### src/rtl/timer_pkg.sv
// Shared constants, state type and digit helpers for the MM:SS countdown timer.
package timer_pkg;

    localparam int unsigned BCD_W      = 4;
    localparam int unsigned NUM_DIGITS = 4;

    localparam logic [BCD_W-1:0] SEC_TENS_MAX = 4'd5;
    localparam logic [BCD_W-1:0] DIGIT_MAX    = 4'd9;

    // Digit positions within preset/digits, least significant first
    localparam int unsigned SEC_ONES_IDX = 0;
    localparam int unsigned SEC_TENS_IDX = 1;
    localparam int unsigned MIN_ONES_IDX = 2;
    localparam int unsigned MIN_TENS_IDX = 3;

    typedef enum logic [1:0] {
        IDLE    = 2'd0,
        RUN     = 2'd1,
        PAUSE   = 2'd2,
        EXPIRED = 2'd3
    } state_t;

    function automatic logic [BCD_W-1:0] digit_max(input int unsigned idx);
        return (idx == SEC_TENS_IDX) ? SEC_TENS_MAX : DIGIT_MAX;
    endfunction

    function automatic logic [BCD_W-1:0] clamp_digit(input logic [BCD_W-1:0] d,
                                                     input logic [BCD_W-1:0] max);
        return (d > max) ? max : d;
    endfunction

endpackage

### src/rtl/sec_tick_sync.sv
// Synchronizes the 1 Hz square wave and emits a one-cycle tick per rising edge.
module sec_tick_sync (
    input  logic clock,
    input  logic reset,
    input  logic sec_clk,
    output logic tick
);

    logic s1;
    logic s2;
    logic s3;

    // All flops reset high so a wave already high at release is not seen as an edge
    always_ff @(posedge clock or negedge reset) begin
        if (!reset) begin
            s1 <= 1'b1;
            s2 <= 1'b1;
            s3 <= 1'b1;
        end else begin
            s1 <= sec_clk;
            s2 <= s1;
            s3 <= s2;
        end
    end

    assign tick = s2 & ~s3;

endmodule

### src/rtl/countdown_timer.sv
// MM:SS BCD countdown timer with start/pause/load control and a one-cycle expiry pulse.
module countdown_timer
    import timer_pkg::*;
(
    input  logic        clock,
    input  logic        reset,
    input  logic        sec_clk,
    input  logic        load,
    input  logic        start,
    input  logic        pause,
    input  logic [15:0] preset,
    output logic [15:0] digits,
    output logic        running,
    output logic        expired,
    output logic        expire_pulse
);

    state_t      state;
    state_t      state_n;
    logic [15:0] digits_n;
    logic [15:0] preset_clamped;
    logic [15:0] digits_dec;
    logic        pulse_n;
    logic        tick;
    logic        borrow;
    logic        start_only;
    logic        pause_only;

    sec_tick_sync u_sec_tick_sync (
        .clock   (clock),
        .reset   (reset),
        .sec_clk (sec_clk),
        .tick    (tick)
    );

    always_comb begin
        preset_clamped = '0;
        for (int unsigned i = 0; i < NUM_DIGITS; i++) begin
            preset_clamped[i*BCD_W +: BCD_W] = clamp_digit(preset[i*BCD_W +: BCD_W], digit_max(i));
        end
    end

    // Borrow ripples upward from sec_ones; a zero digit wraps to its own maximum
    always_comb begin
        digits_dec = digits;
        borrow     = 1'b1;
        for (int unsigned i = 0; i < NUM_DIGITS; i++) begin
            if (borrow) begin
                if (digits[i*BCD_W +: BCD_W] == '0) begin
                    digits_dec[i*BCD_W +: BCD_W] = digit_max(i);
                end else begin
                    digits_dec[i*BCD_W +: BCD_W] = digits[i*BCD_W +: BCD_W] - BCD_W'(1);
                    borrow = 1'b0;
                end
            end
        end
    end

    always_comb begin
        state_n    = state;
        digits_n   = digits;
        pulse_n    = 1'b0;
        start_only = start & ~pause;
        pause_only = pause & ~start;
        // A tick is consumed only when no control transition happens this cycle
        if (load) begin
            digits_n = preset_clamped;
            state_n  = IDLE;
        end else if (start_only && state == IDLE && digits != '0) begin
            state_n = RUN;
        end else if (start_only && state == PAUSE) begin
            state_n = RUN;
        end else if (pause_only && state == RUN) begin
            state_n = PAUSE;
        end else if (state == RUN && tick) begin
            if (digits == 16'h0001) begin
                digits_n = '0;
                state_n  = EXPIRED;
                pulse_n  = 1'b1;
            end else begin
                digits_n = digits_dec;
            end
        end
    end

    always_ff @(posedge clock or negedge reset) begin
        if (!reset) begin
            state        <= IDLE;
            digits       <= '0;
            running      <= 1'b0;
            expired      <= 1'b0;
            expire_pulse <= 1'b0;
        end else begin
            state        <= state_n;
            digits       <= digits_n;
            running      <= (state_n == RUN);
            expired      <= (state_n == EXPIRED);
            expire_pulse <= pulse_n;
        end
    end

endmodule

### config.mk
export PLATFORM = sky130hd
export DESIGN_NAME = countdown_timer
export DESIGN_NICKNAME = d
export VERILOG_FILES = /design/src/rtl/timer_pkg.sv /design/src/rtl/sec_tick_sync.sv /design/src/rtl/countdown_timer.sv
export SDC_FILE = /design/constraint.sdc
export NUM_CORES = 1
export LEC_CHECK = 0
export CORE_MARGIN = 5
export CORE_UTILIZATION = 45
export DETAILED_ROUTE_END_ITERATION = 10
export PLACE_DENSITY = 0.87
export SLEW_MARGIN = 30
export SYNTH_ARGS = -nofsm -noshare
export SYNTH_HDL_FRONTEND = slang
export SYNTH_SLANG_ARGS = --single-unit
export TNS_END_PERCENT = 100
### constraint.sdc
create_clock -name clock -period 2.1 [get_ports clock]
set_input_delay 0.315 -clock clock [delete_from_list [all_inputs] [get_ports clock]]
set_output_delay 0.315 -clock clock [all_outputs]
set_load 0.01 [all_outputs]
==> flow_metrics.env, run 1 <==
export IMPL_routabilityCongestion=0.8261
export IMPL_grt_overflow_total=0
export IMPL_portBuffers=40
export IMPL_fin_skew_ns=0.007791
export IMPL_cts_root_buf="clkbuf_4"
export IMPL_combPwrFrac_pct=32.3
export IMPL_grt_util_met3_pct=3.198
export IMPL_die_w_microns=69.05
export IMPL_yosys_warnings=0
export IMPL_fin_cells=271
export IMPL_pwr_share_seq_pct=42.3
export IMPL_clock_path_buffers=2
export IMPL_synth_avg_cell_area_sq_um=9.229
export IMPL_num_vias=1572
export IMPL_status="finished clean"
export IMPL_synth_edff_count=0
export IMPL_drt_wl_total_microns=4201
export IMPL_num_antenna_cells=0
export IMPL_endpoint_kind="flop"
export IMPL_switching_share_pct=30.19
export IMPL_worstPathArrival_ns=2.20
export IMPL_postRouteAntennaNets=0
export IMPL_required_ns=2.32
export IMPL_maxCapViolations=0
export IMPL_p_int_w=0.0009284
export IMPL_worstPathMaxFanout=5
export IMPL_grt_max_degree=25
export IMPL_cp_start_kind="flop"
export IMPL_grt_pass1_vias=1564
export IMPL_drt_iter0_drc=133
export IMPL_p_leak_nw=0.9245
export IMPL_cts_buffers=3
export IMPL_post_route_period_util_pct=94.15
export IMPL_top_usage_layer="met2"
export IMPL_clkLatencyLatePin_ns=0.32
export IMPL_postLayoutCoreUtil_pct=65.81
export IMPL_die_h_microns=69.05
export IMPL_yosysUniqueCellTypes=48
export IMPL_dieArea_sq_um=4768
export IMPL_nNetsFinal=255
export IMPL_synth_cells=170
export IMPL_grt_pass1_wl_microns=7051
export IMPL_syn_to_final_growth_pct=41.07
export IMPL_wl_per_cell_microns=15.50
export IMPL_htree_levels=1
export IMPL_critPathKind="reg2reg"
export IMPL_coreArea_sq_um=3363
export IMPL_netlist_area_leader_share_pct=33.49
export IMPL_period_minus_slack_ns=1.977
export IMPL_rsz0062_at_grt="true"
export IMPL_groute_usage_overall_pct=17.44
export IMPL_synthArstFlopShare_pct=100.0
export IMPL_ioPinCount=41
export IMPL_worstHoldPathType="in2async"
export IMPL_setup_viol=0
export IMPL_clock_sinks=24
export IMPL_ys_flop_type="dfrtp_1"
export IMPL_drc=0
export IMPL_path_clk_slew_ns=0.14
export IMPL_grtUsageMet2_pct=30.72
export IMPL_power_density_nw_per_um2=600.9
export IMPL_slew_headroom_pct=75.61
export IMPL_synth_area_leaders="dfrtp_1 33%, ha_1 5.6%, dfstp_2 5.0%, nor2_1 4.3%, nor3b_2 3.2%"
export IMPL_start_util_pct=46.65
export IMPL_cts_tree="done"
export IMPL_syn_area_sq_um=1569
export IMPL_worstMarginPinSlew_ns=0.3645
export IMPL_vdd_ir_drop_max_v=0.0003455
export IMPL_routed_via_density=5.801
export IMPL_hold_violations=0
export IMPL_ys_seq_area_share_pct=38.52
export IMPL_met1_usage_pct=21.12
export IMPL_fmax_mhz=505.8
export IMPL_yosysTopAreaCell="dfrtp_1"
export IMPL_holdWs_ns=0.3317
export IMPL_dp_hpwl_microns=3197
export IMPL_pwr_share_clk_pct=25.5
export IMPL_first_pass_iters=4
export IMPL_placedCellCount=266
export IMPL_row_count=21
export IMPL_antenna_found_initial=0
export IMPL_drive_gt1_share_pct=15.56
export IMPL_p_sw_w=0.0004015
export IMPL_syn_num_nets=199
export IMPL_ys_ff_latch=24
export IMPL_final_max_slew_viol_count=0
-- per-layer routing --
layer  vias up  share of wire, %
met5         -                 0
met4         0               1.5
met3         9               5.3
met2        59                49
met1       761                44
li1        743                 -
-- repair_timing --
item,CTS,global route
resized for setup,0,7
setup buffers,0,1
hold buffers,0,0
endpoints found under the setup margin,0,11
-- worst paths after layout --
path | startpoint | to | slack (ns) | cells past startpoint
max reg2reg | digits[1] | digits[14] | 0.12 | 7
min | reset | digits[9] | 0.33 | 2
min reg2reg | u_sec_tick_sync.s1 | u_sec_tick_sync.s2 | 0.37 | 0
max | digits[1] | digits[14] | 0.12 | 7
min in group clock | u_sec_tick_sync.s1 | u_sec_tick_sync.s2 | 0.37 | 0
max in group asynchronous | reset | u_sec_tick_sync.s3 | 1.47 | 2
-- per-stage QoR --
| step | cell area, sq um | setup TNS (ns) | power, W | setup slack (ns) |
|---|---|---|---|---|
| final | 2213 | 0 | 0.001330 | 0.1229 |
| after global routing | 2213 | -0.002850 | 0.001396 | -0.002850 |
| after detailed placement | 2113 | -0.2657 | 0.0009778 | -0.07345 |
| after CTS | 2166 | 0 | 0.001320 | 0.08057 |
| after global placement | 2113 | -0.07879 | 0.0009627 | -0.04252 |
| after floorplan | 1569 | 0 | 0.0007670 | 0.1655 |
-- synth_stat cells, types with 4 or more instances --
cell type,number
dfrtp_1,21
nand2b_1,5
o31ai_1,6
o21ai_0,7
mux2i_1,4
a31oi_1,6
nand2_1,9
nor3b_2,4
ha_1,7
a21oi_1,9
inv_1,13
nor2_1,18
a22oi_1,4
nor3_1,5
o21ai_1,4
-- layout make-up --
type	count	area [sq um]
fill	303	1150
multi-input combinational	128	929.6
sequential	24	604.3
timing repair buffer	56	520.5
tap	46	57.56
inverter	13	48.80
clock inverter	1	30.03
clock buffer	3	22.52
-- logic make-up after synthesis --
kind of cell | Yosys count | share of synthesized area, %
DFF | 24 | 38.52
buffers and inverters | 18 | 4.785
and+or+nand+nor | 63 | 25.28
adders and majority gates | 7 | 5.582
AOI/OAI and AO/OA | 54 | 23.29
muxes | 4 | 2.552
-- power groups by stage --
stage | clock network [W] | logic, W | registers [W]
3_5_place_dp | 0 | 0.000409 | 0.000569
2_1_floorplan | 0 | 0.000182 | 0.000585
6_report | 0.000339 | 0.000429 | 0.000562
3_3_place_gp | 0 | 0.000398 | 0.000565
5_1_grt | 0.000360 | 0.000465 | 0.000571
4_1_cts | 0.000345 | 0.000414 | 0.000560
-- critical path, stage by stage, from the launching register on --
cell and delay [ns]:
dfrtp_1 0.43, inv_1 0.12, ha_1 0.16, nor3b_4 0.35
a21oi_1 0.17, nor4_4 0.25, a21boi_1 0.11, o31a_1 0.27
-- state kept, by name, summed over array words and instances, names as in the netlist --
| name | cells |
|---|---|
| expire_pulse | 1 |
| expired | 1 |
| u_sec_tick_sync.s1 | 1 |
| state | 2 |
| running | 1 |
| u_sec_tick_sync.s3 | 1 |
| digits | 16 |
| u_sec_tick_sync.s2 | 1 |
-- layout by cell type (no fill, tap or decap), drive strengths merged, types with 2 or more instances in the layout --
master,count
o22a,2
nand4,2
nand2,9
inv,13
clkbuf,3
nor3b,6
a21oi,9
o21ai,11
o31a,3
nor3,6
nor4b,2
ha,7
nand3b,2
mux2i,4
nor2b,3
clkdlybuf4s50,40
nand3,2
o31ai,6
buf,16
nor2,18
nand2b,5
dfrtp,21
dfstp,3
or3,2
a22oi,4
a211oi,2
nor4,3
a31oi,6
Power figures use the tool's default switching activity.
==> run 2, diff against run 1 <==
--- a/config.mk
+++ b/config.mk
@@ -6,9 +6,10 @@
 export NUM_CORES = 1
 export LEC_CHECK = 0
 export CORE_MARGIN = 5
-export CORE_UTILIZATION = 45
+export CORE_UTILIZATION = 35
 export DETAILED_ROUTE_END_ITERATION = 10
-export PLACE_DENSITY = 0.87
+export PLACE_DENSITY = 0.73
+export SKIP_LAST_GASP = 1
 export SLEW_MARGIN = 30
 export SYNTH_ARGS = -nofsm -noshare
 export SYNTH_HDL_FRONTEND = slang
==> run 2 against run 1 <==
Against the previous run: clock skew shrank 0.0031 ns; largest cell class unchanged; final cell count increased by 4.4%; non-clock buffer count rose by 6; global-route usage down 3.4 points; wire length down 3.2%; worst setup slack worse by 0.0019 ns; via count shrank 2.9%; sequential cell count is the same; combinational power rose by 2%; sequential share of layout area is 1.1 points lower; power increased by 6.4%; worst hold slack improved by 0.029 ns; largest power group unchanged; critical path type unchanged.
==> flow_metrics.env, run 2 (synthesis results as in run 1) <==
export IMPL_largestRegisters="digits (16), state (2)"
export IMPL_drive_gt1_share_pct=18.61
export IMPL_endpoint_kind="flop"
export IMPL_required_ns=2.26
export IMPL_path_cells="inv_2 -> ha_2 -> nor3b_4 -> a21oi_1 -> nor4_4 -> a21boi_1 -> o31a_1"
export IMPL_largest_reg_flops=16
export IMPL_nNetsFinal=261
export IMPL_coreArea_sq_um=4354
export IMPL_worstHoldPathType="reg2reg"
export IMPL_grt_pass1_wl_microns=6837
export IMPL_cts_tree="done"
export IMPL_postRouteAntennaNets=0
export IMPL_ctsHoldBuffers=0
export IMPL_power_density_nw_per_um2=614.2
export IMPL_antenna_found_initial=0
export IMPL_path_clk_slew_ns=0.09
export IMPL_post_route_period_util_pct=94.24
export IMPL_worstMarginPinSlew_ns=0.3462
export IMPL_critPathKind="reg2reg"
export IMPL_cts_root_buf="clkbuf_8"
export IMPL_worstPathArrival_ns=2.14
export IMPL_num_vias=1526
export IMPL_row_count=24
export IMPL_slew_headroom_pct=76.92
export IMPL_place_area_sq_um=2128
export IMPL_cp_top_family="simple AND/OR/NAND/NOR gates"
export IMPL_final_max_slew_viol_count=0
export IMPL_rsz0062_at_grt="true"
export IMPL_p_leak_nw=0.9685
export IMPL_dp_hpwl_microns=3093
export IMPL_vdd_ir_drop_max_v=0.0005187
export IMPL_syn_to_final_growth_pct=46.81
export IMPL_dieArea_sq_um=5922
export IMPL_regMostFlops="digits"
export IMPL_final_area_sq_um=2303
export IMPL_finalSetupTns_ns=0
export IMPL_portBuffers=40
export IMPL_cp_start_kind="flop"
export IMPL_ioPinCount=41
export IMPL_grt_pass1_vias=1472
export IMPL_final_cell_mix="40 x clkdlybuf4s50_1, 21 x dfrtp_1, 21 x buf_4, 18 x nor2_1, 12 x inv_1"
export IMPL_routed_via_density=5.392
export IMPL_p_total_w=0.001415
export IMPL_clock_sinks=24
export IMPL_routabilityCongestion=0.7985
export IMPL_grt_max_degree=28
export IMPL_maxCapViolations=0
export IMPL_drt_iter0_drc=78
export IMPL_period_minus_slack_ns=1.979
export IMPL_first_pass_iters=4
export IMPL_die_h_microns=76.96
export IMPL_num_antenna_cells=0
export IMPL_clock_path_buffers=2
export IMPL_worstPathMaxFanout=5
export IMPL_grt_overflow_total=0
export IMPL_slowest_stage="dfrtp_1"
export IMPL_status="finished clean"
export IMPL_die_w_microns=76.96
export IMPL_fin_cells=283
export IMPL_critPathMaxStageDelay_ns=0.44
export IMPL_groute_usage_overall_pct=13.99
export IMPL_wl_per_cell_microns=14.37
export IMPL_cts_buffers=3
export IMPL_layout_commonest_cell="clkdlybuf4s50_1"
export IMPL_drc=0
export IMPL_clkLatencyLatePin_ns=0.27
export IMPL_htree_levels=1
export IMPL_hold_violations=0
export IMPL_fin_skew_ns=0.004719
export IMPL_setup_viol=0
export IMPL_crit_buf_inv=1
export IMPL_drt_wl_total_microns=4066
export IMPL_start_util_pct=36.03
export IMPL_placedCellCount=273
export IMPL_fmax_mhz=505.3
==> run 2: cell types whose count changed in the layout (fill, tap and decap cells not counted), moves of 2 or more <==
cell	before	now
buf_4	16	21
clkbuf_4	3	0
clkbuf_8	0	3
ha_1	7	5
ha_2	0	2
nor3b_2	2	0
nor3b_4	3	5
==> run 2: metal layers <==
metal | up-vias | GRT usage [%] | part of all wire, %
met5 | - | 0 | 0
met4 | 0 | 2.972 | 1.2
met3 | 6 | 3.630 | 6.0
met2 | 48 | 23.17 | 48
met1 | 712 | 18.27 | 45
li1 | 760 | - | -
==> run 2: what timing repair did <==
item | CTS | global route
endpoints found under the setup margin | 0 | 12
buffers inserted | 0 | 6
resized for setup | 0 | 12
hold endpoints to repair | 0 | 0
==> run 2: worst paths after layout <==
| path | from | to | slack, ns | depth (start not counted) |
|---|---|---|---|---|
| setup / recovery | digits[0] | digits[14] | 0.12 | 7 |
| hold / removal | u_sec_tick_sync.s1 | u_sec_tick_sync.s2 | 0.36 | 0 |
| setup reg to reg | digits[0] | digits[14] | 0.12 | 7 |
| hold reg to reg | u_sec_tick_sync.s1 | u_sec_tick_sync.s2 | 0.36 | 0 |
| max in group asynchronous | reset | u_sec_tick_sync.s1 | 1.41 | 2 |
| min in group asynchronous | reset | running | 0.40 | 2 |
==> run 2: layout make-up <==
class	count	area, sq um
fillers	401	2051
repair buffers	62	569.3
well taps	52	65.06
inverters	13	48.80
clock inverters	1	30.03
flip-flops and latches	24	604.3
multi-input cells	128	944.7
clock buffers	3	41.29
==> run 2: per-stage QoR <==
stage	worst slack [ns]	hold slack (ns)	utilization [%]
after floorplan	0.1655	0.01941	-
after global placement	-0.1049	0.3471	48.88
after detailed placement	-0.1595	0.3479	48.88
after CTS	0.03651	0.3614	50.52
after global routing	-0.03300	0.3626	52.90
final	0.1210	0.3606	52.90
==> run 2: worst register-to-register path, cell delays in order (launching register included) <==
cell and delay, ns:
dfrtp_1 0.44, inv_2 0.10, ha_2 0.20, nor3b_4 0.26, a21oi_1 0.11, nor4_4 0.35, a21boi_1 0.12, o31a_1 0.29
==> run 2: report_power, final <==
part	internal (W)	switching, W	leakage, nW
Clock	0.000255	0.000154	0.0357
Sequential	0.000509	0.0000588	0.289
Combinational	0.000243	0.000195	0.644
